File: config.mk
export PLATFORM = sky130hd
export DESIGN_NAME = vga_timing_monitor
export DESIGN_NICKNAME = d
export VERILOG_FILES = /design/src/rtl/vga_timing_monitor.sv
export SDC_FILE = /design/constraint.sdc
export NUM_CORES = 1
export LEC_CHECK = 0
export CORE_ASPECT_RATIO = 0.5
export CORE_UTILIZATION = 45
export DETAILED_ROUTE_END_ITERATION = 6
export GPL_ROUTABILITY_DRIVEN = 1
export PLACE_DENSITY_LB_ADDON = 0.1
export SYNTH_ARGS = -nofsm -noshare
export SYNTH_HDL_FRONTEND = slang
export SYNTH_SLANG_ARGS = --single-unit
File: constraint.sdc
create_clock -name clk_vga -period 3.02 [get_ports clk_vga]
set_clock_uncertainty 0.05 [all_clocks]
set_input_delay 0.302 -clock clk_vga [delete_from_list [all_inputs] [get_ports clk_vga]]
set_output_delay 0.302 -clock clk_vga [all_outputs]
set_load 0.05 [all_outputs]
File: src/rtl/vga_timing_monitor.sv
// Passive XGA timing checker: recovers pixel x/y from HS/VS/BLANK_N, measures line/frame geometry, and declares lock.
// Latency: pins are registered at edge N; x/y/pix_valid/meas_*/frame_done/locked update at edge N+1.
// Backpressure: none; the monitor only observes the pins and never stalls the video path.
//
// Ports:
//   clk_vga, rst                    pixel clock, synchronous active-high reset
//   vga_hs, vga_vs, vga_blank_n     monitored DAC-side pins
//   pix_valid, x, y                 registered BLANK_N and recovered coordinate (0 when blanked)
//   locked                          timing has matched expectation for LOCK_FRAMES frames
//   frame_done, frame_good          one-cycle evaluation strobe and its verdict
//   meas_*                          last latched line/frame measurements
//   err_count                       lock losses, saturating
module vga_timing_monitor #(
    parameter int unsigned H_TOTAL     = 1344,
    parameter int unsigned H_SYNC      = 136,
    parameter int unsigned H_VISIBLE   = 1024,
    parameter int unsigned V_TOTAL     = 806,
    parameter int unsigned V_SYNC      = 6,
    parameter int unsigned V_VISIBLE   = 768,
    parameter logic        POL_HS      = 1'b0,
    parameter logic        POL_VS      = 1'b0,
    parameter int unsigned LOCK_FRAMES = 2
) (
    input  logic        clk_vga,
    input  logic        rst,
    input  logic        vga_hs,
    input  logic        vga_vs,
    input  logic        vga_blank_n,
    output logic        pix_valid,
    output logic [11:0] x,
    output logic [11:0] y,
    output logic        locked,
    output logic        frame_done,
    output logic        frame_good,
    output logic [11:0] meas_h_total,
    output logic [11:0] meas_h_sync,
    output logic [11:0] meas_h_vis,
    output logic [11:0] meas_v_total,
    output logic [11:0] meas_v_sync,
    output logic [11:0] meas_v_vis,
    output logic [15:0] err_count
);

    localparam logic [11:0] H_TOTAL_C = 12'(H_TOTAL);
    localparam logic [11:0] H_SYNC_C  = 12'(H_SYNC);
    localparam logic [11:0] H_VIS_C   = 12'(H_VISIBLE);
    localparam logic [11:0] V_TOTAL_C = 12'(V_TOTAL);
    localparam logic [11:0] V_SYNC_C  = 12'(V_SYNC);
    localparam logic [11:0] V_VIS_C   = 12'(V_VISIBLE);
    localparam logic [11:0] TIMEOUT_C = 12'(2 * H_TOTAL);
    localparam logic [3:0]  LOCK_C    = 4'(LOCK_FRAMES);

    typedef enum logic [1:0] {
        SEARCH  = 2'd0,
        MEASURE = 2'd1,
        LOCKED  = 2'd2
    } state_t;

    function automatic logic [11:0] sat_inc(input logic [11:0] v);
        return (v == 12'hFFF) ? v : v + 12'd1;
    endfunction

    // Pin capture (stage 1) and delayed copy (stage 2)
    logic s_hs, s_vs, s_bn;
    logic s_hs_d, s_vs_d;

    // Line / frame counters
    logic [11:0] h_cnt, hs_w, vis_cnt;
    logic [11:0] line_cnt, vs_lines, vis_lines;
    logic        line_vis;
    logic        line_bad;
    logic        skip_first;

    state_t      state, state_nxt;
    logic [3:0]  good_cnt, good_nxt;
    logic        eval, err_inc;

    logic hs_act, hs_act_d, vs_act, vs_act_d;
    logic hle, hte, vle, vte;
    logic line_chk, line_err, bad_now, frame_ok, timeout;
    logic vis_first;
    logic [11:0] vis_base, vis_lines_nxt;

    always_ff @(posedge clk_vga) begin
        if (rst) begin
            s_hs   <= 1'b0;
            s_vs   <= 1'b0;
            s_bn   <= 1'b0;
            s_hs_d <= 1'b0;
            s_vs_d <= 1'b0;
        end else begin
            s_hs   <= vga_hs;
            s_vs   <= vga_vs;
            s_bn   <= vga_blank_n;
            s_hs_d <= s_hs;
            s_vs_d <= s_vs;
        end
    end

    assign hs_act   = (s_hs == POL_HS);
    assign hs_act_d = (s_hs_d == POL_HS);
    assign vs_act   = (s_vs == POL_VS);
    assign vs_act_d = (s_vs_d == POL_VS);
    assign hle      = hs_act & ~hs_act_d;
    assign hte      = ~hs_act & hs_act_d;
    assign vle      = vs_act & ~vs_act_d;
    assign vte      = ~vs_act & vs_act_d;

    // The first line after leaving SEARCH may have been measured from an
    // arbitrary starting point, so its checks are not trusted.
    assign line_chk = hle && (state != SEARCH) && !skip_first;
    assign line_err = (sat_inc(h_cnt) != H_TOTAL_C) || (meas_h_sync != H_SYNC_C) ||
                      ((vis_cnt != 12'd0) && (vis_cnt != H_VIS_C));
    // The line ending on the vle cycle belongs to the frame being judged.
    assign bad_now  = line_bad || (line_chk && line_err);
    assign frame_ok = !bad_now && (sat_inc(line_cnt) == V_TOTAL_C) &&
                      (meas_v_sync == V_SYNC_C) && (vis_lines == V_VIS_C);
    assign timeout  = (state != SEARCH) && !hle && (h_cnt >= TIMEOUT_C);

    // A line becomes visible on its first BLANK_N-high clock, so y is taken
    // from the already-updated visible-line count.
    assign vis_first     = s_bn && (hle || !line_vis);
    assign vis_base      = vle ? 12'd0 : vis_lines;
    assign vis_lines_nxt = vis_first ? sat_inc(vis_base) : vis_base;

    always_comb begin
        state_nxt = state;
        good_nxt  = good_cnt;
        eval      = 1'b0;
        err_inc   = 1'b0;
        case (state)
            SEARCH: begin
                if (vle) begin
                    state_nxt = MEASURE;
                    good_nxt  = 4'd0;
                end
            end
            MEASURE: begin
                if (timeout) begin
                    state_nxt = SEARCH;
                end else if (vle) begin
                    eval = 1'b1;
                    if (frame_ok) begin
                        good_nxt = good_cnt + 4'd1;
                        if ((good_cnt + 4'd1) >= LOCK_C) begin
                            state_nxt = LOCKED;
                        end
                    end else begin
                        good_nxt = 4'd0;
                    end
                end
            end
            LOCKED: begin
                if (timeout) begin
                    state_nxt = SEARCH;
                    err_inc   = 1'b1;
                end else if (vle) begin
                    eval = 1'b1;
                    if (!frame_ok) begin
                        state_nxt = MEASURE;
                        good_nxt  = 4'd0;
                        err_inc   = 1'b1;
                    end
                end
            end
            default: begin
                state_nxt = SEARCH;
                good_nxt  = 4'd0;
            end
        endcase
    end

    always_ff @(posedge clk_vga) begin
        if (rst) begin
            state     <= SEARCH;
            good_cnt  <= 4'd0;
            err_count <= 16'd0;
        end else begin
            state    <= state_nxt;
            good_cnt <= good_nxt;
            if (err_inc && (err_count != 16'hFFFF)) begin
                err_count <= err_count + 16'd1;
            end
        end
    end

    assign locked = (state == LOCKED);

    always_ff @(posedge clk_vga) begin
        if (rst) begin
            h_cnt        <= 12'd0;
            hs_w         <= 12'd0;
            vis_cnt      <= 12'd0;
            line_cnt     <= 12'd0;
            vs_lines     <= 12'd0;
            vis_lines    <= 12'd0;
            line_vis     <= 1'b0;
            line_bad     <= 1'b0;
            skip_first   <= 1'b0;
            meas_h_total <= 12'd0;
            meas_h_sync  <= 12'd0;
            meas_h_vis   <= 12'd0;
            meas_v_total <= 12'd0;
            meas_v_sync  <= 12'd0;
            meas_v_vis   <= 12'd0;
            pix_valid    <= 1'b0;
            x            <= 12'd0;
            y            <= 12'd0;
            frame_done   <= 1'b0;
            frame_good   <= 1'b0;
        end else begin
            // Horizontal geometry
            if (hle) begin
                h_cnt        <= 12'd0;
                meas_h_total <= sat_inc(h_cnt);
                meas_h_vis   <= vis_cnt;
                vis_cnt      <= s_bn ? 12'd1 : 12'd0;
            end else begin
                h_cnt <= sat_inc(h_cnt);
                if (s_bn) begin
                    vis_cnt <= sat_inc(vis_cnt);
                end
            end

            if (hte) begin
                meas_h_sync <= hs_w;
                hs_w        <= 12'd0;
            end else if (hs_act) begin
                hs_w <= sat_inc(hs_w);
            end

            line_vis <= hle ? s_bn : (line_vis | s_bn);

            // Vertical geometry; a coincident hle starts line 0
            if (vle) begin
                line_cnt     <= 12'd0;
                meas_v_total <= sat_inc(line_cnt);
                meas_v_vis   <= vis_lines;
                vs_lines     <= hle ? 12'd1 : 12'd0;
            end else begin
                if (hle) begin
                    line_cnt <= sat_inc(line_cnt);
                end
                if (vs_act && hle) begin
                    vs_lines <= sat_inc(vs_lines);
                end
            end

            if (vte) begin
                meas_v_sync <= vs_lines;
            end

            vis_lines <= vis_lines_nxt;

            // Frame judgement bookkeeping
            if ((state == SEARCH) || eval) begin
                line_bad <= 1'b0;
            end else if (line_chk && line_err) begin
                line_bad <= 1'b1;
            end

            if (state == SEARCH) begin
                skip_first <= 1'b1;
            end else if (hle) begin
                skip_first <= 1'b0;
            end

            frame_done <= eval;
            if (eval) begin
                frame_good <= frame_ok;
            end

            // Coordinates
            pix_valid <= s_bn;
            x         <= s_bn ? (hle ? 12'd0 : vis_cnt) : 12'd0;
            y         <= s_bn ? (vis_lines_nxt - 12'd1) : 12'd0;
        end
    end

endmodule

==> flow_summary.toml, run 1 <==
[synthesis]
ys_async_sr_fraction = 0
syn_inst = 1063
synth_top_family_by_area = "simple AND/OR/NAND/NOR gates"
synth-seq-cells = 201
syn_avg_cell_area_um2 = 8.30
ys_types = 62
ys_seq_area_frac = 0.456
syn-num-nets = 1084
yosys.area_share.xor_xnor = 0.0626
synth-simple-area-share = 0.276
synth_area_um2 = 8820
post_synth_fa_ha_maj_area_fraction = 0.0227
synth_compound_area_frac = 0.127
yosysWarnings = 0
ys.flop_type = "dfxtp_1"
synth_edf_count = 0
synth.area.mux_share = 0.0206

[sta]
finalMaxSlewViolations = 0
min_period_ns = 2.92
max_freq_ghz = 0.343
maxSlewHeadroom = 0.452
fin_crit_sh = 0.966
layout_setup_ws_ns = 0.103
fin_setup_tns_ns = 0
hold_viol = 0
worst_pin_slew_ns = 0.821
hold_ws_ns = 0.271
finalSetupViolCount = 0

[die]
dieHeight_um = 101
ioPinCount = 121
dieArea_um2 = 20200
rows = 35
die_x_um = 200
coreArea_um2 = 18800
start_util = 0.470

[setup_path]
reg2reg_depth = 13
worstSetupEndpointType = "register"
required_ns = 3.33
startpoint_type = "register"
worst-path-max-fanout = 4
arrival_ns = 3.23
criticalPathCategory = "register to register"

[place]
place.gp.congestion = 0.939
placed_area_um2 = 10600
placed_cells = 1446
dp_hpwl_um = 16000
dp_slack_ns = 0.0513
port_buffers = 120

[finish]
area_growth_pct = 28.7
final_cell_count_no_fill = 1481
fillers = 1692
antennaDiodeCount = 0
final_nets = 1231
post-route-util = 0.604
final_layout_size_suffix_gt1_frac = 0.110
stdcell_area_um2 = 11300

[global_route]
grt_first_pass_wirelength_um = 36500
grt_util_all_layers = 0.223
grt_overflow = 0
antenna_found_initial = 0
grt_pass1_vias = 7251
grt_max_degree = 63

[clock_network]
clkTransAtPathRegs_ns = 0.07
clock-sinks = 201
ctsHoldBuffers = 0
clock_path_buffers = 3
clock-root-buffer = "clkbuf_16"
cts_made_buffers = 19
clk_latency_ns = 0.49
tritoncts = "yes"
cts.htree.levels = 1

[worst_hold_path]
min_path_type = "primary input to register"
whs_path_depth = 2

[route]
postRouteAntennaNets = 0
vias = 7890
drt_iter0_drc = 367
drcViolationCount = 0
drt_wl_total_um = 22600
firstDrtPassIters = 5
wl_per_cell_um = 15.2
vias_per_cell = 5.33

[pwr]
irDropWorstVdd_uv = 316
power.density_nw_per_um2 = 475
pwr-share-seq = 0.505
p_sw_frac = 0.247
switchingPower_mw = 1.33
pwr-share-comb = 0.083
p_int_mw = 4.06
power.total_mw = 5.39
pwr-share-clk = 0.413
leakage_nw = 4.05

[outcome]
status = "complete, no violations"

[job]
drv_cap = 0
## flip-flops by register name, summed over array words and instances, names as in the netlist, 2 cells and up
signal / flops
x: 12
line_cnt: 12
meas_v_total: 12
meas_h_vis: 12
h_cnt: 12
err_count: 16
vis_lines: 12
good_cnt: 4
meas_h_total: 12
meas_h_sync: 12
vs_lines: 12
hs_w: 12
meas_v_sync: 12
y: 12
state: 2
meas_v_vis: 12
vis_cnt: 12
## worst paths after layout
kind / startpoint / endpoint / slack (ns)
worst max-delay path: s_vs$_SDFF_PP0_ / y[10]$_SDFF_PP0_ / 0.10
worst min-delay path: rst / s_hs_d$_SDFF_PP0_ / 0.27
worst max register to register: s_vs$_SDFF_PP0_ / y[10]$_SDFF_PP0_ / 0.10
worst min register to register: meas_v_total[8]$_SDFFE_PP0P_ / meas_v_total[8]$_SDFFE_PP0P_ / 0.40
## per-layer routing
layer	global-route usage	part of all wire	routed length, µm	vias up
met1	0.316	0.49	11100	3755
met3	0.0448	0.050	1130	23
met2	0.350	0.44	9990	161
met5	0	0	0	-
li1	-	-	-	3951
met4	0.0493	0.013	297	0
## layout make-up
class	instances	area [µm²]	share of cell area
sequential	201	4030	0.355
clock buffer	25	518	0.0456
tap	259	324	0.0286
timing repair buffer	183	1680	0.148
inverter	21	78.8	0.00695
multi-input combinational	784	4670	0.411
clock inverter	8	46.3	0.00408
## repair_timing
item / in CTS / in global routing
endpoints found under the setup margin: 0 / 25
resized for setup: 0 / 33
buffers inserted: 0 / 2
## power groups by stage
stage,clock network (mW),logic (mW),registers (mW)
2_1_floorplan,0,0.242,2.84
3_3_place_gp,0,0.426,2.78
3_5_place_dp,0,0.432,2.78
4_1_cts,2.29,0.435,2.72
5_1_grt,2.40,0.486,2.72
6_report,2.22,0.446,2.72
## critical path: stages (launching register included)
cell and delay [ns]:
dfxtp_1 0.31, nand2b_4 0.15, and2_4 0.17, ha_2 0.21, nand2_4 0.10, nor4_4 0.05, buf_4 0.16, a21oi_4 0.27
a31oi_4 0.14, or2_2 0.34, or3_4 0.39, nor3_2 0.23, xor2_1 0.17, nor2_1 0.06
## synthesized netlist by cell type (4+ instances only)
cell type / n / share of area
and2_1: 9 / 0.0064
nand2b_1: 16 / 0.011
buf_1: 9 / 0.0038
inv_1: 21 / 0.0089
a21oi_1: 98 / 0.056
ha_1: 16 / 0.023
nand2_1: 168 / 0.071
or4_1: 9 / 0.0077
o31ai_1: 6 / 0.0051
nor3_1: 21 / 0.012
xnor2_1: 24 / 0.024
nor4_1: 10 / 0.0071
mux2i_1: 17 / 0.019
a211oi_1: 15 / 0.013
dfxtp_1: 201 / 0.46
clkbuf_1: 40 / 0.017
buf_2: 4 / 0.0023
nand4_1: 19 / 0.013
nor2_1: 127 / 0.054
nor2b_1: 20 / 0.014
and3_1: 26 / 0.018
or3_1: 17 / 0.012
nand3_1: 31 / 0.018
o211ai_1: 9 / 0.0077
xor2_1: 39 / 0.039
o21ai_0: 32 / 0.018
and4_1: 10 / 0.0099
## logic make-up (layout without fill, tap and decap cells)
logic type	after synthesis	count (layout)
buffers and inverters	78	237
AO/OA/AOI/OAI	188	188
adder cells (fa/ha/maj)	16	16
multiplexers	18	18
XOR/XNOR	63	63
flip-flops	201	201
AND/OR/NAND/NOR	499	499
## cell usage in the layout, fill, tap and decap left out, drive strengths merged, types with 3 or more instances in the layout
cell           synthesis  final
dfxtp                201    201
nand2                169    169
nor2                 127    127
clkdlybuf4s50          0    119
a21oi                 99     99
buf                   16     64
xor2                  39     39
o21ai                 33     33
nand3                 32     32
and3                  26     26
clkbuf                41     25
xnor2                 24     24
inv                   21     22
nor3                  22     22
nand4                 20     20
nor2b                 20     20
mux2i                 17     17
or3                   17     17
nand2b                16     16
ha                    16     16
a211oi                15     15
and4                  10     10
or4                   10     10
nor4                  10     10
o211ai                 9      9
and2                   9      9
o31ai                  7      7
clkinv                 0      6
o21a                   3      3
nor4b                  3      3
o2111ai                3      3
a31oi                  3      3
Note: power is estimated with default switching activity, not from simulation.
==> inputs of run 2 (changes only) <==
Clock period 3.02 ns to 2.5 ns, I/O delays scaled along.
==> run 2 against run 1 <==
Against the previous run:
- the run now ends with negative setup slack left
- highest routed layer unchanged
- cell area up 12%
- first-iteration DRC count up 0.82%
- critical path depth unchanged
- sequential power up 21%
- combinational power up 51%
- largest cell class unchanged
- critical endpoint is now y[11]$_SDFF_PP0_
- die area unchanged
- total power up 29%
==> flow_summary.toml, run 2 (synthesized netlist as in run 1, its figures left out) <==
[die]
start_util = 0.470
die_x_um = 200
coreArea_um2 = 18800
dieArea_um2 = 20200
rows = 35
ioPinCount = 121
dieHeight_um = 101

[outcome]
status = "complete, but fails checks"
violations = "negative setup slack"

[finish]
fillers = 1555
seq_area_um2 = 4050
largest_register_ffs = 16
final_layout_size_suffix_gt1_frac = 0.228
final_cell_count_no_fill = 1616
antennaDiodeCount = 0
area_growth_pct = 44.4
multiInputGateArea_um2 = 4910
regMostFlops = "err_count"
layout_commonest_cell = "dfxtp_1"
final_nets = 1365
layout_common_cells = "dfxtp_1 (188), buf_4 (185), nand2_1 (164), nor2_1 (125), clkdlybuf4s50_1 (119)"

[pwr]
power.density_nw_per_um2 = 547
power.total_mw = 6.96
irDropWorstVdd_uv = 379
leakage_nw = 4.83

[clock_network]
tritoncts = "yes"
clk_latency_ns = 0.51
cts_made_buffers = 20
clock-sinks = 201
clock_path_buffers = 3
clkTransAtPathRegs_ns = 0.06
cts.htree.levels = 1
ctsHoldBuffers = 0
clock-root-buffer = "clkbuf_16"

[sta]
min_period_ns = 2.83
fin_setup_tns_ns = -5.68
maxSlewHeadroom = 0.466
layout_setup_ws_ns = -0.333
finalSetupViolCount = 32
max_freq_ghz = 0.353
rsz0062_at_grt = "true"
worst_pin_slew_ns = 0.799
finalMaxSlewViolations = 0
fin_crit_sh = 1.13
hold_ws_ns = 0.0504
hold_viol = 0

[global_route]
grt_overflow = 0
grt_max_degree = 66
grt_first_pass_wirelength_um = 39400
grt_util_all_layers = 0.243
antenna_found_initial = 0
grt_pass1_vias = 8013

[setup_path]
worstSetupEndpointType = "register"
crit_buf_inv = 1
arrival_ns = 3.15
criticalPathCategory = "register to register"
crit_family = "simple AND/OR/NAND/NOR gates"
max_stage_delay_ns = 0.40
path_cells = "nand2b_4 -> and2_4 -> ha_4 -> nand2_4 -> nor4_4 -> buf_4 -> a21oi_4 -> a31oi_1 -> or2_4 -> or3_4 -> nand4b_1 -> xnor2_1 -> nor2_1"
reg2reg_depth = 13
timing.rr.start = "s_vs$_SDFF_PP0_"
rrSetupSlack_ns = -0.33
r2r_end = "y[11]$_SDFF_PP0_"
cp_slowest_cell = "or3_4"
worst-path-max-fanout = 5
required_ns = 2.81
startpoint_type = "register"

[route]
drcViolationCount = 0
vias = 8438
wl_per_cell_um = 15.4
postRouteAntennaNets = 0
drt_wl_total_um = 24900
firstDrtPassIters = 4
vias_per_cell = 5.22
drt_iter0_drc = 370

[worst_hold_path]
min_path_type = "primary input to register"
whs_path_depth = 2
hold_start = "rst"
hold_path_end = "err_count[1]$_SDFFE_PP0P_"

[place]
placed_cells = 1559
dp_hpwl_um = 17600
place.gp.congestion = 0.893
port_buffers = 120

[job]
drv_cap = 0
-- run 2: worst reg2reg max path: stages, from the launching register on --
cell      delay (ns)
dfxtp_2         0.32
nand2b_4        0.16
and2_4          0.19
ha_4            0.17
nand2_4         0.10
nor4_4          0.05
buf_4           0.16
a21oi_4         0.21
a31oi_1         0.15
or2_4           0.27
or3_4           0.40
nand4b_1        0.21
xnor2_1         0.20
nor2_1          0.08
-- run 2: final cells by class --
type / count / share of cell area
Multi-Input combinational cell: 784 / 0.385
Sequential cell: 201 / 0.318
Inverter: 21 / 0.00619
Clock buffer: 32 / 0.0500
Timing Repair Buffer: 316 / 0.214
Tap cell: 259 / 0.0254
Clock inverter: 3 / 0.00138
-- run 2: per-stage QoR --
stage / setup slack (ns) / utilization / cell area [µm²]
after floorplan: -0.337 / - / 9020
after global placement: -0.313 / 0.618 / 11600
after detailed placement: -0.356 / 0.618 / 11600
after CTS: -0.298 / 0.664 / 12500
after global routing: -0.420 / 0.678 / 12700
final: -0.333 / 0.678 / 12700
-- run 2: worst max path at each step --
stage	startpoint	to	slack, ns	cells past startpoint
3_3_place_gp	meas_h_sync[2]$_SDFFE_PP0P_	good_cnt[2]$_SDFFE_PP0P_	-0.31	10
6_report	s_vs$_SDFF_PP0_	y[11]$_SDFF_PP0_	-0.33	13
5_1_grt	h_cnt[0]$_SDFF_PP0_	good_cnt[2]$_SDFFE_PP0P_	-0.42	10
4_1_cts	h_cnt[1]$_SDFF_PP0_	good_cnt[2]$_SDFFE_PP0P_	-0.30	10
2_1_floorplan	h_cnt[0]$_SDFF_PP0_	good_cnt[2]$_SDFFE_PP0P_	-0.34	11
3_5_place_dp	h_cnt[1]$_SDFF_PP0_	good_cnt[2]$_SDFFE_PP0P_	-0.36	10
-- run 2: per-layer routing --
layer / vias up / part of all wire / global-route usage
met1: 3995 / 0.48 / 0.338
met5: - / 0 / 0
li1: 4215 / - / -
met4: 0 / 0.019 / 0.0652
met2: 184 / 0.45 / 0.389
met3: 44 / 0.051 / 0.0425
-- run 2: where the power goes --
group          internal (mW)  switching, mW  leakage [nW]
Sequential              3.25         0.0377          1.63
Combinational          0.279          0.395          2.88
Clock                   1.74           1.26         0.322
Total                   5.27           1.69          4.83
-- run 2: timing repair --
item | 4_1_cts | 5_1_grt
gates resized for setup | 28 | 43
setup endpoints to repair | 31 | 32
endpoints found under the hold margin | 0 | 0
buffers inserted | 8 | 16
gates cloned | 1 | 0
pin swaps | 22 | 26
==> inputs of run 3 (changes only) <==
Settings changed: MAX_ROUTING_LAYER from default to met4.
==> run 3 against run 2 <==
Against the previous run:
- the flow finishes with violations (design-rule violations, negative setup slack)
- via count grew 0.44%
- register-to-register slack lost 0.05 ns
- non-clock buffer count fell by 6
- critical endpoint is now good_cnt[2]$_SDFFE_PP0P_
- highest routed layer unchanged
==> flow_summary.toml, run 3 (synthesized netlist as in run 1, its figures left out) <==
[outcome]
status = "complete, but fails checks"
violations = "design-rule violations, negative setup slack"

[route]
postRouteAntennaNets = 0
vias = 8475
drcViolationCount = 2
wl_per_cell_um = 15.4
firstDrtPassIters = 7
drt_wl_total_um = 24700
vias_per_cell = 5.28
drt_iter0_drc = 353

[sta]
min_period_ns = 2.88
rsz0062_at_grt = "true"
worst_pin_slew_ns = 0.811
max_freq_ghz = 0.347
finalMaxSlewViolations = 0
fin_crit_sh = 1.15
hold_ws_ns = 0.0986
layout_setup_ws_ns = -0.384
maxSlewHeadroom = 0.458
finalSetupViolCount = 31
hold_viol = 0

[finish]
post-route-util = 0.670
layout_common_cells = "dfxtp_1 (194), buf_4 (184), nand2_1 (163), nor2_1 (126), clkdlybuf4s50_1 (119)"
final_nets = 1358
area_growth_pct = 42.6
final_layout_size_suffix_gt1_frac = 0.217
regMostFlops = "err_count"
antennaDiodeCount = 0
stdcell_area_um2 = 12600
largest_register_ffs = 16
layout_commonest_cell = "dfxtp_1"
fillers = 1601

[global_route]
grt_max_degree = 49
antenna_found_initial = 0
grt_pass1_vias = 7939
grt_util_all_layers = 0.248
grt_overflow = 0
grt_first_pass_wirelength_um = 39100

[setup_path]
crit_buf_inv = 0
crit_family = "simple AND/OR/NAND/NOR gates"
criticalPathCategory = "register to register"
startpoint_type = "register"
r2r_end = "good_cnt[2]$_SDFFE_PP0P_"
worstSetupEndpointType = "register"
arrival_ns = 3.25
rrSetupSlack_ns = -0.38
worst-path-max-fanout = 4
required_ns = 2.86
reg2reg_depth = 10
path_depth = 10
cp_slowest_cell = "or4_4"
max_stage_delay_ns = 0.43
timing.rr.start = "h_cnt[1]$_SDFF_PP0_"
path_cells = "ha_4 -> nand3_4 -> or4_1 -> a2111o_1 -> nand4bb_4 -> o31ai_4 -> and2_4 -> nand2_4 -> or4_4 -> a21oi_2"

[die]
coreArea_um2 = 18800
dieArea_um2 = 20200
die_x_um = 200
ioPinCount = 121
start_util = 0.470
rows = 35
dieHeight_um = 101

[pwr]
irDropWorstVdd_uv = 430
power.total_mw = 6.72
switchingPower_mw = 1.62
pwr-share-clk = 0.414
p_int_mw = 5.11
leakage_nw = 4.74
pwr-share-seq = 0.489
power.density_nw_per_um2 = 535
pwr-share-comb = 0.097
p_sw_frac = 0.241

[place]
placed_area_um2 = 11600
place.gp.congestion = 0.910
port_buffers = 120
dp_hpwl_um = 17500

[worst_hold_path]
whs_path_depth = 2
hold_path_end = "err_count[0]$_SDFFE_PP0P_"
min_path_type = "primary input to register"
hold_start = "rst"

[clock_network]
clock_path_buffers = 3
cts.htree.levels = 1
clock-sinks = 201
tritoncts = "yes"
clk_latency_ns = 0.49
clkTransAtPathRegs_ns = 0.07
cts_made_buffers = 19
clock-root-buffer = "clkbuf_16"

[job]
drv_cap = 0
-- run 3: changes by cell type in the layout (fill, tap and decap cells not counted), sizes merged --
cell | before | now
clkbuf | 32 | 28
clkinv | 2 | 1
clkinvlp | 1 | 0
inv | 21 | 22
buf | 197 | 191
bufinv | 0 | 1
-- run 3: what timing repair did --
| action | in CTS | in global routing |
|---|---|---|
| setup endpoints to repair | 31 | 33 |
| resized for setup | 18 | 38 |
| setup buffers | 12 | 8 |
| hold buffers | 0 | 0 |
| pin swaps | 14 | 25 |
| gates cloned | 1 | 0 |
-- run 3: power by group through the flow --
| stage | Sequential, mW | Combinational [mW] | Clock, mW |
|---|---|---|---|
| after floorplan | 3.43 | 0.310 | 0 |
| after global placement | 3.36 | 0.576 | 0 |
| after detailed placement | 3.36 | 0.588 | 0 |
| after CTS | 3.29 | 0.609 | 2.83 |
| after global routing | 3.29 | 0.705 | 2.96 |
| final | 3.29 | 0.652 | 2.78 |
-- run 3: worst max path at each step --
stage | startpoint | endpoint | slack (ns)
2_1_floorplan | h_cnt[0]$_SDFF_PP0_ | good_cnt[2]$_SDFFE_PP0P_ | -0.34
3_3_place_gp | meas_h_sync[2]$_SDFFE_PP0P_ | good_cnt[2]$_SDFFE_PP0P_ | -0.31
3_5_place_dp | meas_h_sync[2]$_SDFFE_PP0P_ | good_cnt[2]$_SDFFE_PP0P_ | -0.46
4_1_cts | h_cnt[1]$_SDFF_PP0_ | good_cnt[2]$_SDFFE_PP0P_ | -0.32
5_1_grt | h_cnt[1]$_SDFF_PP0_ | good_cnt[2]$_SDFFE_PP0P_ | -0.48
6_report | h_cnt[1]$_SDFF_PP0_ | good_cnt[2]$_SDFFE_PP0P_ | -0.38
-- run 3: final cells by class --
class                   instances  area, µm²  area share
clock inverters                 3       41.3     0.00328
repair buffers                310       2660       0.211
multi-input cells             784       4890       0.389
flip-flops and latches        201       4040       0.321
clock buffers                  28        539      0.0429
well taps                     259        324      0.0258
inverters                      21       78.8     0.00627
-- run 3: metrics by stage --
step | TNS, ns | std cells | setup WS, ns
3_3_place_gp | -5.65 | 1557 | -0.313
4_1_cts | -5.76 | 1601 | -0.318
2_1_floorplan | -5.26 | 1063 | -0.337
6_report | -7.36 | 1606 | -0.384
3_5_place_dp | -8.69 | 1557 | -0.461
5_1_grt | -10.83 | 1606 | -0.482
-- run 3: per-layer routing --
metal | vias up | GRT usage | wire, µm
li1 | 4202 | - | -
met1 | 4030 | 0.335 | 12000
met2 | 196 | 0.396 | 11200
met3 | 47 | 0.0368 | 1020
met4 | 0 | 0.0493 | 486
met5 | - | - | 0
